File: config.mk
export PLATFORM = sky130hd
export DESIGN_NAME = fifo_video_streamer_flat
export DESIGN_NICKNAME = d
export VERILOG_FILES = /design/src/rtl/vip_stream_pkg.sv /design/src/rtl/fifo_video_streamer_if.sv /design/src/rtl/stream_skid_buf.sv /design/src/rtl/fifo_video_streamer.sv /design/src/flat_wrapper.sv
export SDC_FILE = /design/constraint.sdc
export NUM_CORES = 1
export LEC_CHECK = 0
export CAP_MARGIN = 25
export CORE_MARGIN = 2
export CORE_UTILIZATION = 40
export CTS_CLUSTER_SIZE = 8
export DETAILED_ROUTE_END_ITERATION = 10
export HOLD_SLACK_MARGIN = 0.02
export RECOVER_POWER = 25
export REMOVE_ABC_BUFFERS = 1
export SYNTH_ARGS = -nofsm -noshare
export SYNTH_HDL_FRONTEND = slang
export SYNTH_HIERARCHICAL = 1
export SYNTH_SLANG_ARGS = --single-unit
File: constraint.sdc
create_clock -name clock -period 24.9 [get_ports clock]
set_clock_uncertainty 0.15 [all_clocks]
set_input_delay 4.98 -clock clock [delete_from_list [all_inputs] [get_ports clock]]
set_output_delay 4.98 -clock clock [all_outputs]
set_load 0.03 [all_outputs]
File: src/rtl/vip_stream_pkg.sv
// Shared definitions for the VIP pixel stream blocks.
// Holds the controller state encoding, default geometry and pixel widths,
// and the packed pixel layout {R[23:16], G[15:8], B[7:0]}.
package vip_stream_pkg;

  localparam int DWIDTH_DEF = 24;
  localparam int DIMW_DEF   = 11;

  localparam logic [1:0] ST_IDLE = 2'd0;
  localparam logic [1:0] ST_RUN  = 2'd1;
  localparam logic [1:0] ST_DONE = 2'd2;

  typedef struct packed {
    logic [7:0] r;
    logic [7:0] g;
    logic [7:0] b;
  } pixel_t;

endpackage

File: src/rtl/fifo_video_streamer_if.sv
// Bundle of geometry config, FIFO read port and pixel stream signals for
// fifo_video_streamer.
//   master : streamer side (drives fifo_rdreq, out_*, frame_done, cfg_error, busy)
//   slave  : environment side (drives width/height/cfg_valid, FIFO flags/data, out_ready)
// Optional macro STREAMER_UNDERFLOW_CNT_EN adds the 16-bit underflow_cnt output.
interface fifo_video_streamer_if
  import vip_stream_pkg::*;
#(
  parameter int DWIDTH = DWIDTH_DEF,
  parameter int DIMW   = DIMW_DEF
);
  logic [DIMW-1:0]   width;
  logic [DIMW-1:0]   height;
  logic              cfg_valid;
  logic              fifo_empty;
  logic [DWIDTH-1:0] fifo_q;
  logic              fifo_rdreq;
  logic [DWIDTH-1:0] out_data;
  logic              out_valid;
  logic              out_ready;
  logic              out_sof;
  logic              out_eol;
  logic              out_eof;
  logic              frame_done;
  logic              cfg_error;
  logic              busy;
`ifdef STREAMER_UNDERFLOW_CNT_EN
  logic [15:0]       underflow_cnt;
`endif

  modport master (
    input  width, height, cfg_valid, fifo_empty, fifo_q, out_ready,
    output fifo_rdreq, out_data, out_valid, out_sof, out_eol, out_eof,
           frame_done, cfg_error, busy
`ifdef STREAMER_UNDERFLOW_CNT_EN
    , output underflow_cnt
`endif
  );

  modport slave (
    output width, height, cfg_valid, fifo_empty, fifo_q, out_ready,
    input  fifo_rdreq, out_data, out_valid, out_sof, out_eol, out_eof,
           frame_done, cfg_error, busy
`ifdef STREAMER_UNDERFLOW_CNT_EN
    , input underflow_cnt
`endif
  );

endinterface

File: src/rtl/stream_skid_buf.sv
// Two-entry register FIFO used as the output stage of the pixel streamer.
// Ports: clock/reset (async, active-high); push/push_data write an entry;
// pop removes the head; out_valid/out_data present the head; count is the
// current occupancy (0..2). The writer must never push into a full buffer.
module stream_skid_buf
  import vip_stream_pkg::*;
#(
  parameter int W = DWIDTH_DEF + 3
) (
  input  logic         clock,
  input  logic         reset,
  input  logic         push,
  input  logic [W-1:0] push_data,
  input  logic         pop,
  output logic         out_valid,
  output logic [W-1:0] out_data,
  output logic [1:0]   count
);
  logic [W-1:0] head_q, head_d, tail_q, tail_d;
  logic [1:0]   count_q, count_d;

  always_comb begin
    head_d  = head_q;
    tail_d  = tail_q;
    count_d = count_q;
    case ({push, pop})
      2'b10: begin
        if (count_q == 2'd0) head_d = push_data;
        else                 tail_d = push_data;
        count_d = count_q + 2'd1;
      end
      2'b01: begin
        head_d  = tail_q;
        count_d = count_q - 2'd1;
      end
      2'b11: begin
        // Simultaneous push/pop: the new word lands behind whatever remains.
        if (count_q == 2'd1) begin
          head_d = push_data;
        end else begin
          head_d = tail_q;
          tail_d = push_data;
        end
      end
      default: ;
    endcase
  end

  always_ff @(posedge clock or posedge reset) begin
    if (reset) begin
      head_q  <= '0;
      tail_q  <= '0;
      count_q <= 2'd0;
    end else begin
      head_q  <= head_d;
      tail_q  <= tail_d;
      count_q <= count_d;
    end
  end

  assign out_valid = (count_q != 2'd0);
  assign out_data  = head_q;
  assign count     = count_q;

endmodule

File: src/rtl/fifo_video_streamer.sv
// Drains a non-showahead RGB pixel FIFO and emits a valid/ready pixel stream
// with sof/eol/eof markers for a width x height frame.
// Ports: clock, reset (async, active-high); bus (fifo_video_streamer_if.master)
// carrying geometry config, FIFO read port, output stream, frame_done,
// cfg_error and busy.
// Optional macro STREAMER_UNDERFLOW_CNT_EN adds a saturating 16-bit count of
// RUN cycles where the sink was ready but no pixel was available.
module fifo_video_streamer
  import vip_stream_pkg::*;
#(
  parameter int DWIDTH = DWIDTH_DEF,
  parameter int DIMW   = DIMW_DEF
) (
  input  logic                 clock,
  input  logic                 reset,
  fifo_video_streamer_if.master bus
);
  localparam int PW = DWIDTH + 3;

  logic [1:0]        state_q, state_d;
  logic [DIMW-1:0]   width_q, width_d, height_q, height_d;
  logic [DIMW-1:0]   wr_x_q, wr_x_d, wr_y_q, wr_y_d;
  logic [2*DIMW-1:0] issued_q, issued_d, frame_px;
  logic              cfg_error_q, cfg_error_d, rd_pend_q;
  logic [1:0]        buf_count, occ_net;
  logic              buf_valid, pop, rdreq, enter_run;
  logic              push_sof, push_eol, push_eof;
  logic [PW-1:0]     buf_data;

  assign frame_px = {{DIMW{1'b0}}, width_q} * {{DIMW{1'b0}}, height_q};
  assign pop      = buf_valid & bus.out_ready;
  // Occupancy net of this cycle's pop plus the word already in flight; this
  // keeps the buffer from overflowing while still allowing one read per cycle.
  assign occ_net  = buf_count - {1'b0, pop} + {1'b0, rd_pend_q};
  assign rdreq    = (state_q == ST_RUN) && !bus.fifo_empty &&
                    (occ_net < 2'd2) && (issued_q < frame_px);
  assign enter_run = (state_q == ST_IDLE) && bus.cfg_valid &&
                     (bus.width != '0) && (bus.height != '0);

  // Markers are computed for the word entering the buffer, from the position
  // of the next pixel to be written, and travel with it as registered fields.
  assign push_sof = (wr_x_q == '0) && (wr_y_q == '0);
  assign push_eol = (wr_x_q == width_q - DIMW'(1));
  assign push_eof = push_eol && (wr_y_q == height_q - DIMW'(1));

  stream_skid_buf #(.W(PW)) u_skid (
    .clock     (clock),
    .reset     (reset),
    .push      (rd_pend_q),
    .push_data ({bus.fifo_q, push_sof, push_eol, push_eof}),
    .pop       (pop),
    .out_valid (buf_valid),
    .out_data  (buf_data),
    .count     (buf_count)
  );

  always_comb begin
    state_d     = state_q;
    width_d     = width_q;
    height_d    = height_q;
    cfg_error_d = cfg_error_q;
    issued_d    = issued_q;
    wr_x_d      = wr_x_q;
    wr_y_d      = wr_y_q;
    case (state_q)
      ST_IDLE: begin
        if (bus.cfg_valid) begin
          width_d     = bus.width;
          height_d    = bus.height;
          cfg_error_d = !enter_run;
        end
        if (enter_run) begin
          state_d  = ST_RUN;
          issued_d = '0;
          wr_x_d   = '0;
          wr_y_d   = '0;
        end
      end
      ST_RUN: begin
        if (rdreq) issued_d = issued_q + (2*DIMW)'(1);
        if (rd_pend_q) begin
          if (push_eof) begin
            wr_x_d = '0;
            wr_y_d = '0;
          end else if (push_eol) begin
            wr_x_d = '0;
            wr_y_d = wr_y_q + DIMW'(1);
          end else begin
            wr_x_d = wr_x_q + DIMW'(1);
          end
        end
        if (pop && buf_data[0]) state_d = ST_DONE;
      end
      ST_DONE: state_d = ST_IDLE;
      default: state_d = ST_IDLE;
    endcase
  end

  always_ff @(posedge clock or posedge reset) begin
    if (reset) begin
      state_q     <= ST_IDLE;
      width_q     <= '0;
      height_q    <= '0;
      cfg_error_q <= 1'b0;
      issued_q    <= '0;
      wr_x_q      <= '0;
      wr_y_q      <= '0;
      rd_pend_q   <= 1'b0;
    end else begin
      state_q     <= state_d;
      width_q     <= width_d;
      height_q    <= height_d;
      cfg_error_q <= cfg_error_d;
      issued_q    <= issued_d;
      wr_x_q      <= wr_x_d;
      wr_y_q      <= wr_y_d;
      rd_pend_q   <= rdreq;
    end
  end

  assign bus.fifo_rdreq = rdreq;
  assign bus.out_valid  = buf_valid;
  assign bus.out_data   = buf_data[PW-1:3];
  assign bus.out_sof    = buf_valid & buf_data[2];
  assign bus.out_eol    = buf_valid & buf_data[1];
  assign bus.out_eof    = buf_valid & buf_data[0];
  assign bus.frame_done = (state_q == ST_DONE);
  assign bus.cfg_error  = cfg_error_q;
  assign bus.busy       = (state_q != ST_IDLE);

`ifdef STREAMER_UNDERFLOW_CNT_EN
  logic [15:0] underflow_cnt_q, underflow_cnt_d;

  always_comb begin
    underflow_cnt_d = underflow_cnt_q;
    if (enter_run)
      underflow_cnt_d = '0;
    else if ((state_q == ST_RUN) && bus.out_ready && !buf_valid &&
             (underflow_cnt_q != 16'hFFFF))
      underflow_cnt_d = underflow_cnt_q + 16'd1;
  end

  always_ff @(posedge clock or posedge reset) begin
    if (reset) underflow_cnt_q <= '0;
    else       underflow_cnt_q <= underflow_cnt_d;
  end

  assign bus.underflow_cnt = underflow_cnt_q;
`endif

endmodule

File: src/flat_wrapper.sv
// flat-port wrapper written by rule: the top's interface ports become plain ports
module fifo_video_streamer_flat import vip_stream_pkg::*;
#(
  parameter int DWIDTH = DWIDTH_DEF,
  parameter int DIMW   = DIMW_DEF
)
  (clock, reset, bus_width, bus_height, bus_cfg_valid, bus_fifo_empty, bus_fifo_q, bus_out_ready, bus_fifo_rdreq, bus_out_data, bus_out_valid, bus_out_sof, bus_out_eol, bus_out_eof, bus_frame_done, bus_cfg_error, bus_busy);
  fifo_video_streamer_if #(.DWIDTH(DWIDTH), .DIMW(DIMW)) bus_i ();
  input  logic clock;
  input  logic reset;
  input wire logic [$bits(bus_i.width)-1:0] bus_width;
  input wire logic [$bits(bus_i.height)-1:0] bus_height;
  input wire logic [$bits(bus_i.cfg_valid)-1:0] bus_cfg_valid;
  input wire logic [$bits(bus_i.fifo_empty)-1:0] bus_fifo_empty;
  input wire logic [$bits(bus_i.fifo_q)-1:0] bus_fifo_q;
  input wire logic [$bits(bus_i.out_ready)-1:0] bus_out_ready;
  output wire logic [$bits(bus_i.fifo_rdreq)-1:0] bus_fifo_rdreq;
  output wire logic [$bits(bus_i.out_data)-1:0] bus_out_data;
  output wire logic [$bits(bus_i.out_valid)-1:0] bus_out_valid;
  output wire logic [$bits(bus_i.out_sof)-1:0] bus_out_sof;
  output wire logic [$bits(bus_i.out_eol)-1:0] bus_out_eol;
  output wire logic [$bits(bus_i.out_eof)-1:0] bus_out_eof;
  output wire logic [$bits(bus_i.frame_done)-1:0] bus_frame_done;
  output wire logic [$bits(bus_i.cfg_error)-1:0] bus_cfg_error;
  output wire logic [$bits(bus_i.busy)-1:0] bus_busy;
  assign bus_i.width = bus_width;
  assign bus_i.height = bus_height;
  assign bus_i.cfg_valid = bus_cfg_valid;
  assign bus_i.fifo_empty = bus_fifo_empty;
  assign bus_i.fifo_q = bus_fifo_q;
  assign bus_i.out_ready = bus_out_ready;
  assign bus_fifo_rdreq = bus_i.fifo_rdreq;
  assign bus_out_data = bus_i.out_data;
  assign bus_out_valid = bus_i.out_valid;
  assign bus_out_sof = bus_i.out_sof;
  assign bus_out_eol = bus_i.out_eol;
  assign bus_out_eof = bus_i.out_eof;
  assign bus_frame_done = bus_i.frame_done;
  assign bus_cfg_error = bus_i.cfg_error;
  assign bus_busy = bus_i.busy;
  fifo_video_streamer #(.DWIDTH(DWIDTH), .DIMW(DIMW)) u_core (.clock(clock), .reset(reset), .bus(bus_i));
endmodule
==> metrics <==
status finished, violations left; failing checks capacitance limit, slew limit; post-route ant nets 0; PostCTS Resize Cnt 0; ys async rst share 100.0%; most frequent CP cell fa_1; hold path startpoint u_core/u_skid/tail_q[25]; WP data arrival 8370 ps; Skew-Pair Late Insertion Delay 430 ps; synthesized cell area 11,540 um^2; WL per Instance 17.83 um; GP Congestion 0.8364; worst hold path type register to register; Die Footprint 30,220 um^2; Hold Fails Final Rpt 0; FILL cells 2,763; max cap viols 1; yosys warns 6; Top Metal Used met5; Cells on Worst Hold Path 1; Die X 173.8 um; I/O pins 83; Reg clk slew, reported paths 70 ps; met3 WL post-DR 2189 um; endpoints failing setup 0; worst path cell trace and2_1 -> fa_1 -> fa_1 -> fa_1 -> fa_1 -> inv_1 -> fa_1 -> inv_1 -> ha_1 -> nand2_1 -> nor2_1 -> o21ai_0 -> nand2_1 -> o21ai_0 -> a211oi_1 -> ha_1 -> a211o_1 -> a311oi_1 -> o21ai_0 -> a21o_1 -> inv_1 -> clkdlybuf4s50_1; drt pass-1 iters 5; post-synthesis cell count 1,241; RSZ-0062 raised after global routing false; Required @ worst endpoint 19,770 ps; initial antenna violation count 1; WP buf/inv 4; main flop type after synthesis dfrtp_1; Die Ht 173.8 um; CP max FO 20; pre-CTS WS 11,810 ps; Mapped Avg Cell Area 9.298 um^2; setup ws final 11,400 ps; largest net degree at the start of global routing 71; Inserted Diodes 0; final count of pins violating max slew 60; DR iter-0 viols 689; Setup crit end kind output pin; Tightest Pin Transition 3295 ps; slew margin rel. -119.7%; DP Wirelength 21,010 um; final net count 1,516; Final Routed Wirelength 30,080 um; vias per std cell 5.470; top achievable clock speed 0.07406 GHz; # clock sinks 126; CTS root buffer clkbuf_16; DR DRC count 0; Period Utilization, post-route 54.23%; Max stage delay on crit path 800 ps; R2R setup slack 16,610 ps; Fin Setup TNS 0 ps; #FFs+latches synth 126; number of global-route vias before repair 9,162; RR Startpoint u_core/width_q[2]; Port Buffers 82; Netlist cell types 75; Setup Fix Bufs, Post-CTS 0; htree depth 4; reg-to-reg endpoint u_core/issued_q[15]; Overall Global Routing Usage 20.40%; area delta synth->final 14.38%; first-pass GRT wire length 49,140 um; routed wl met2 13,760 um; met1 wire length 13,520 um; layout cells sized above 1 8.749%; Clock Tree Buf Depth 2; Initial Utilization 40.42%; GRT Residual Overflow 0; CP delay by family, top adder cells; fin crit period 13,500 ps; CTS hold repair buffers 0; Post-synth EDFFs 0; Placeable Area 28,550 um^2; routed via count 9,228; kind of critical path register to output pin; worst hold endpoint u_core/u_skid/tail_q[25]; CTS tree yes; CP max-delay cell dfrtp_1; CTS buffer count 17; crit path launch type register; Seq/Total Area, Yosys 27.33%; Cell Rows 62; R2R depth 27; Final Util 46.23%
[state kept, by name (all words and copies together), names as in the netlist]
name and cells:
u_core/bus.cfg_error 1, u_core/height_q 11, u_core/issued_q 22, u_core/rd_pend_q 1, u_core/state_q 2, u_core/u_skid/count 2, u_core/u_skid/out_data 27, u_core/u_skid/tail_q 27
u_core/width_q 11, u_core/wr_x_q 11, u_core/wr_y_q 11
[metrics by stage]
step                hold WS, ps  cell area (um^2)  std cells
floorplan                 324.2             11200       1173
global placement          332.0             12600       1652
detailed placement        339.5             12610       1653
CTS                       355.2             13170       1685
global route              364.0             13200       1687
finish                    351.9             13200       1687
[routing by layer]
layer,global-route usage [%],up-vias
met3,4.605,40
li1,-,4346
met1,27.86,4545
met2,32.30,295
met4,6.268,2
met5,0,-
[cells in the mapped netlist (all sizes together), types with 7 or more instances]
library cell	n	share of area, %
o21ai	56	2.5
and2	76	4.1
buf	24	1.5
nand2	104	3.4
nor4	13	0.70
nor3	12	0.52
and3	11	0.60
xor2	32	2.4
nor2b	8	0.43
nand4	14	0.76
a21oi	58	2.5
or4	8	0.55
inv	139	4.5
clkbuf	44	1.4
dfrtp	126	27
nor2	50	1.6
ha	95	10
or3	12	0.69
o211ai	10	0.65
nand3	48	2.1
mux2	46	5.1
xnor2	25	1.9
fa	80	14
nand2b	15	0.81
a31oi	32	1.8
o41ai	9	0.68
o31ai	7	0.59
[logic make-up after synthesis]
logic type | share of synthesized area (%)
xor+xnor | 4.327
buf+inv | 7.515
compound gates | 12.96
mux | 5.574
fa+ha+maj | 24.18
simple gates | 18.12
flops | 27.33
[how the worst max path moves through the flow]
stage,startpoint,end,slack [ps],depth (start not counted)
finish,u_core/width_q[2],bus_fifo_rdreq,11400,22
floorplan,bus_out_ready,bus_fifo_rdreq,13070,7
global route,u_core/width_q[2],bus_fifo_rdreq,10930,22
global placement,u_core/width_q[2],bus_fifo_rdreq,11660,23
CTS,u_core/width_q[2],bus_fifo_rdreq,11420,23
detailed placement,bus_out_ready,bus_fifo_rdreq,11810,9
[placed cells by master, fill, tap and decap left out, types with 5 or more instances in the layout]
cell	netlist	layout
a211oi_1	5	5
a21oi_1	57	57
a22oi_1	6	6
a31oi_1	31	31
and2_1	75	75
and3_1	11	11
buf_4	3	12
clkbuf_16	0	17
clkdlybuf4s50_1	0	80
clkinv_4	0	6
dfrtp_1	126	126
fa_1	80	80
ha_1	95	95
inv_1	139	137
mux2_2	26	26
mux2_4	20	20
mux2i_1	5	5
nand2_1	104	104
nand2b_1	15	15
nand3_1	48	48
nand4_1	14	14
nor2_1	50	50
nor2b_1	8	8
nor3_1	12	12
nor4_1	13	13
o211ai_1	10	10
o21ai_0	47	47
o21ai_1	8	8
o311ai_0	6	6
o41ai_1	9	9
or3_1	11	11
or4_1	7	7
xnor2_1	25	25
xor2_1	32	32
[cell type report]
class / instances / area, um^2 / area share (%)
multi-input cells: 907 / 7523 / 57.01
flip-flops and latches: 126 / 3153 / 23.89
repair buffers: 98 / 950.9 / 7.205
inverters: 140 / 525.5 / 3.982
well taps: 384 / 480.5 / 3.640
clock buffers: 17 / 425.4 / 3.223
clock inverters: 15 / 138.9 / 1.052
Power is left out: the tool's default activity adds up to more than one toggle a clock period on the data nets, which glitch-free logic cannot reach.
